## config.mk

```make
export PLATFORM = sky130hd
export DESIGN_NAME = apb_master
export DESIGN_NICKNAME = d
export VERILOG_FILES = /design/src/rtl/apb_master.sv
export SDC_FILE = /design/constraint.sdc
export NUM_CORES = 1
export LEC_CHECK = 0
export CAP_MARGIN = 5
export CORE_UTILIZATION = 45
export CTS_BUF_LIST = sky130_fd_sc_hd__clkbuf_8
export DETAILED_ROUTE_END_ITERATION = 10
export PLACE_DENSITY_LB_ADDON = 0.05
export REMOVE_ABC_BUFFERS = 1
export SYNTH_ARGS = -nofsm -noshare
export SYNTH_HDL_FRONTEND = slang
export SYNTH_SLANG_ARGS = --single-unit
```

## constraint.sdc

```tcl
create_clock -name PCLK -period 5.6 [get_ports PCLK]
set_clock_uncertainty 0.05 [all_clocks]
set_input_delay 1.12 -clock PCLK [delete_from_list [all_inputs] [get_ports PCLK]]
set_output_delay 1.12 -clock PCLK [all_outputs]
set_load 0.03 [all_outputs]
```

## src/rtl/apb_master.sv

```systemverilog
// APB (AMBA3-style) requester: turns one-at-a-time valid/ready commands into
// SETUP/ACCESS bus cycles and returns a one-cycle response pulse.
// Optional feature macro: APB_TIMEOUT_EN aborts an ACCESS phase after
// TIMEOUT_CYCLES wait cycles with an error response.
module apb_master #(
    parameter int ADDR_W         = 32,
    parameter int DATA_W         = 32,
    parameter int TIMEOUT_CYCLES = 16
) (
    input  logic              PCLK,
    input  logic              PRESET,
    input  logic              cmd_valid,
    output logic              cmd_ready,
    input  logic              cmd_write,
    input  logic [ADDR_W-1:0] cmd_addr,
    input  logic [DATA_W-1:0] cmd_wdata,
    output logic              rsp_valid,
    output logic [DATA_W-1:0] rsp_rdata,
    output logic              rsp_err,
    output logic              PSEL,
    output logic              PENABLE,
    output logic              PWRITE,
    output logic [ADDR_W-1:0] PADDR,
    output logic [DATA_W-1:0] PWDATA,
    input  logic              PREADY,
    input  logic [DATA_W-1:0] PRDATA,
    input  logic              PSLVERR
);

    typedef enum logic [1:0] {
        ST_IDLE   = 2'd0,
        ST_SETUP  = 2'd1,
        ST_ACCESS = 2'd2
    } state_t;

    state_t            state_r;
    state_t            state_s;
    logic              psel_s;
    logic              penable_s;
    logic              pwrite_s;
    logic [ADDR_W-1:0] paddr_s;
    logic [DATA_W-1:0] pwdata_s;
    logic              rsp_valid_s;
    logic [DATA_W-1:0] rsp_rdata_s;
    logic              rsp_err_s;
    logic              timeout_s;

    // Only the command handshake is combinational: a new command is taken in IDLE.
    assign cmd_ready = (state_r == ST_IDLE);

`ifdef APB_TIMEOUT_EN
    localparam int CNT_W = $clog2(TIMEOUT_CYCLES + 1);

    logic [CNT_W-1:0] wait_cnt_r;

    // The last permitted wait cycle is reached when TIMEOUT_CYCLES-1 waits are behind us.
    assign timeout_s = (wait_cnt_r == CNT_W'(TIMEOUT_CYCLES - 1));

    // Wait-state counter: cleared while in SETUP, advances on every stalled ACCESS cycle.
    always_ff @(posedge PCLK or posedge PRESET) begin
        if (PRESET) begin
            wait_cnt_r <= {CNT_W{1'b0}};
        end else if (state_r == ST_SETUP) begin
            wait_cnt_r <= {CNT_W{1'b0}};
        end else if ((state_r == ST_ACCESS) && !PREADY) begin
            wait_cnt_r <= wait_cnt_r + CNT_W'(1);
        end else begin
            wait_cnt_r <= wait_cnt_r;
        end
    end
`else
    logic unused_timeout_s;

    // Without the timeout feature ACCESS waits for PREADY indefinitely.
    assign timeout_s        = 1'b0;
    assign unused_timeout_s = (TIMEOUT_CYCLES != 32'sd0);
`endif

    // Next-state and next-output logic; bus fields hold unless a command is captured.
    always_comb begin
        state_s     = state_r;
        psel_s      = PSEL;
        penable_s   = PENABLE;
        pwrite_s    = PWRITE;
        paddr_s     = PADDR;
        pwdata_s    = PWDATA;
        rsp_valid_s = 1'b0;
        rsp_rdata_s = rsp_rdata;
        rsp_err_s   = rsp_err;
        case (state_r)
            ST_IDLE: begin
                if (cmd_valid) begin
                    state_s   = ST_SETUP;
                    psel_s    = 1'b1;
                    penable_s = 1'b0;
                    pwrite_s  = cmd_write;
                    paddr_s   = cmd_addr;
                    pwdata_s  = cmd_write ? cmd_wdata : {DATA_W{1'b0}};
                end else begin
                    state_s = ST_IDLE;
                end
            end
            ST_SETUP: begin
                state_s   = ST_ACCESS;
                penable_s = 1'b1;
            end
            ST_ACCESS: begin
                if (PREADY) begin
                    state_s     = ST_IDLE;
                    psel_s      = 1'b0;
                    penable_s   = 1'b0;
                    rsp_valid_s = 1'b1;
                    rsp_err_s   = PSLVERR;
                    rsp_rdata_s = PWRITE ? {DATA_W{1'b0}} : PRDATA;
                end else if (timeout_s) begin
                    state_s     = ST_IDLE;
                    psel_s      = 1'b0;
                    penable_s   = 1'b0;
                    rsp_valid_s = 1'b1;
                    rsp_err_s   = 1'b1;
                    rsp_rdata_s = {DATA_W{1'b0}};
                end else begin
                    state_s = ST_ACCESS;
                end
            end
            default: begin
                state_s   = ST_IDLE;
                psel_s    = 1'b0;
                penable_s = 1'b0;
            end
        endcase
    end

    // State and registered outputs; reset drops the bus immediately and cancels any response.
    always_ff @(posedge PCLK or posedge PRESET) begin
        if (PRESET) begin
            state_r   <= ST_IDLE;
            PSEL      <= 1'b0;
            PENABLE   <= 1'b0;
            PWRITE    <= 1'b0;
            PADDR     <= {ADDR_W{1'b0}};
            PWDATA    <= {DATA_W{1'b0}};
            rsp_valid <= 1'b0;
            rsp_rdata <= {DATA_W{1'b0}};
            rsp_err   <= 1'b0;
        end else begin
            state_r   <= state_s;
            PSEL      <= psel_s;
            PENABLE   <= penable_s;
            PWRITE    <= pwrite_s;
            PADDR     <= paddr_s;
            PWDATA    <= pwdata_s;
            rsp_valid <= rsp_valid_s;
            rsp_rdata <= rsp_rdata_s;
            rsp_err   <= rsp_err_s;
        end
    end

endmodule

```

==> flow_summary.yaml <==
synthesis:
  avgSynthCellArea_um2: 11.4
  synth_cells: 370
  seq_area_frac_synth_pct: 61.3
  ys_ff_latch: 103
  synthesis.area_mm2: 0.00420
  synth_cell_types: 17
  yosysWarnings: 0
critical_path:
  cp_slowest_stage_delay_ns: 0.88
  crit_family: "flip-flops"
  crit_path_start: "PWRITE"
  critPathSlowestCell: "dfrtp_1"
  cp-start-kind: "register"
  crit_path_end_kind: "output pin"
  crit_buf_inv: 1
  cp_data_arrival_time_ns: 2.04
  path_cells: "clkdlybuf4s50_1"
  crit_fanout: 34
  r2r_start: "state_r[1]"
  path_class: "register to output pin"
  worstPathRequired_ns: 4.43
sta:
  holdWs_ns: 0.432
  relSlewSlack_pct: 27.3
  tns_ns: 0
  setup_viol: 0
  hold_violations: 0
  rsz0062_at_grt: "no"
  min_period_ns: 3.21
  finalCritPeriodShare_pct: 57.3
  maxSlewViolCount: 0
  worst_pin_slew_ns: 1.09
  timing.fmax_mhz: 312
power_and_ir_drop:
  combPwrFrac_pct: 55.1
  p_total_uw: 3860
  clkPwrFrac_pct: 10.9
  power_density_mw_per_mm2: 601
  p_switching_uw: 1630
  vdd_ir_drop_max_mv: 0.310
  p_leak_uw: 0.00287
  seqPwrFrac_pct: 34.0
  switching_share_pct: 42.2
  internal_power_uw: 2230
floorplan:
  die_area_mm2: 0.00973
  start_util_pct: 47.3
  num_rows: 34
  die_x_um: 98.6
  core_area_mm2: 0.00889
  ioPinCount: 204
  die_h_um: 98.6
layout:
  diodes: 0
  nets: 664
  final_util_pct: 72.2
  design_area_mm2: 0.00642
  layout-drive-gt1-share_pct: 9.35
  area_growth_pct: 52.8
min_path:
  hold_class: "register to register"
  holdCritStartpoint: "PWDATA[30]"
grt:
  grt_pass1_wl_um: 15900
  globalRouteTotalUtil_pct: 21.1
  grt_overflow: 0
  grt_antenna_before_repair: 0
  grt_pass1_vias: 3237
  grt_max_degree: 86
run:
  drv_cap: 0
clocking:
  cts_tree: "done"
  cts_resized: 0
  hold_buffers: 0
  ctsHtreeMaxLevel: 3
  cts_buffers: 9
  cts.reportedPaths.clkPinSlew_ns: 0.09
  postCtsSetupBuffers: 0
  clock_sinks: 103
  clockRootBuffer: "clkbuf_8"
  cts.path.max_buffers: 2
  clock_latency_ns: 0.35
detailed_routing:
  dr.pass1.iters: 4
  wl_um: 9880
  ant_nets: 0
  drc: 0
  vias: 3180
  avgRoutedWirePerCell_um: 14.6
  vias_per_cell: 4.71
  drt_iter0_markers: 64
run_status:
  status: "finished clean"
place:
  port_buffers: 203
  place_area_mm2: 0.00625
  dp_hpwl_um: 7030
  place_congestion: 0.731
[Yosys cell counts]
cell	instances	area share (%)
a21oi_1	1	0.12
nand3b_1	1	0.18
o22ai_1	1	0.15
o22a_1	1	0.21
dfrtp_1	103	61
clkbuf_1	17	1.5
buf_2	1	0.12
mux2_4	33	12
nand2b_1	34	5.1
buf_6	7	1.9
or3b_1	1	0.21
mux2_2	1	0.27
o21ai_0	65	7.7
o32ai_1	1	0.21
nand2_1	96	8.6
nor2_1	1	0.089
inv_1	6	0.54
[logic make-up (layout without fill, tap and decap cells)]
family,count (synthesis),after routing,synth area share [%]
AOI/OAI and AO/OA,69,69,8.43
and+or+nand+nor,133,133,14.1
muxes,34,34,12.1
DFF,103,103,61.3
buffers and inverters,31,228,4.05
[final cells by class]
| type | instances | area [µm²] |
|---|---|---|
| clock inverters | 7 | 48.8 |
| fillers | 680 | 2470 |
| multi-input cells | 236 | 1460 |
| well taps | 108 | 135 |
| clock buffers | 9 | 124 |
| repair buffers | 206 | 2050 |
| inverters | 6 | 25.0 |
| flip-flops and latches | 103 | 2580 |
[worst paths after layout]
check / endpoint / slack [ns] / depth (start not counted)
max: PWRITE / 2.39 / 1
min: PWDATA[30] / 0.43 / 2
max reg2reg: PADDR[27] / 3.40 / 3
min reg2reg: PWDATA[30] / 0.43 / 2
max in group asynchronous: rsp_rdata[7] / 3.28 / 3
min in group asynchronous: PADDR[18] / 1.22 / 2
[flip-flops by register name, summed over array words and instances, names as in the netlist]
signal / flops
state_r: 2
PWDATA: 32
PSEL: 1
PENABLE: 1
rsp_rdata: 32
rsp_err: 1
PADDR: 32
rsp_valid: 1
PWRITE: 1
[stage by stage]
| step | std cells | worst slack (ns) |
|---|---|---|
| 2_1_floorplan | 345 | 1.73 |
| 6_report | 675 | 2.39 |
| 3_3_place_gp | 659 | 2.19 |
| 5_1_grt | 675 | 2.24 |
| 3_5_place_dp | 659 | 2.18 |
| 4_1_cts | 675 | 2.34 |
[worst min-delay path, delay by kind of cell, from the launching register on]
kind            cells  cell delay [ns]
compound gates      1             0.06
flops               1             0.35
simple gates        1             0.04
[placed cells by master (no fill, tap or decap)]
master	count
mux2_2	1
nand2b_1	34
or3b_4	1
inv_6	2
clkdlybuf4s50_1	203
a21oi_1	1
dfrtp_1	103
clkinvlp_4	2
inv_4	1
o21ai_0	65
nand2_1	96
buf_4	3
clkinv_4	1
inv_1	7
o32ai_1	1
nand3b_1	1
mux2_4	33
o22ai_1	1
nor2_1	1
o22a_1	1
clkbuf_8	9
[power groups by stage]
stage | Clock, µW | Combinational (µW) | Sequential (µW)
global placement | 0 | 2110 | 1320
detailed placement | 0 | 2150 | 1320
CTS | 438 | 2150 | 1320
floorplan | 0 | 559 | 1990
finish | 422 | 2130 | 1310
global route | 469 | 2250 | 1360
[routing by layer]
| metal | track usage, % | up-vias | part of all wire [%] |
|---|---|---|---|
| met4 | 8.38 | 0 | 2.6 |
| li1 | - | 1583 | - |
| met1 | 25.4 | 1448 | 41 |
| met5 | 0 | - | 0 |
| met3 | 7.52 | 19 | 8.0 |
| met2 | 34.7 | 130 | 49 |
Note: power is estimated with default switching activity, not from simulation.
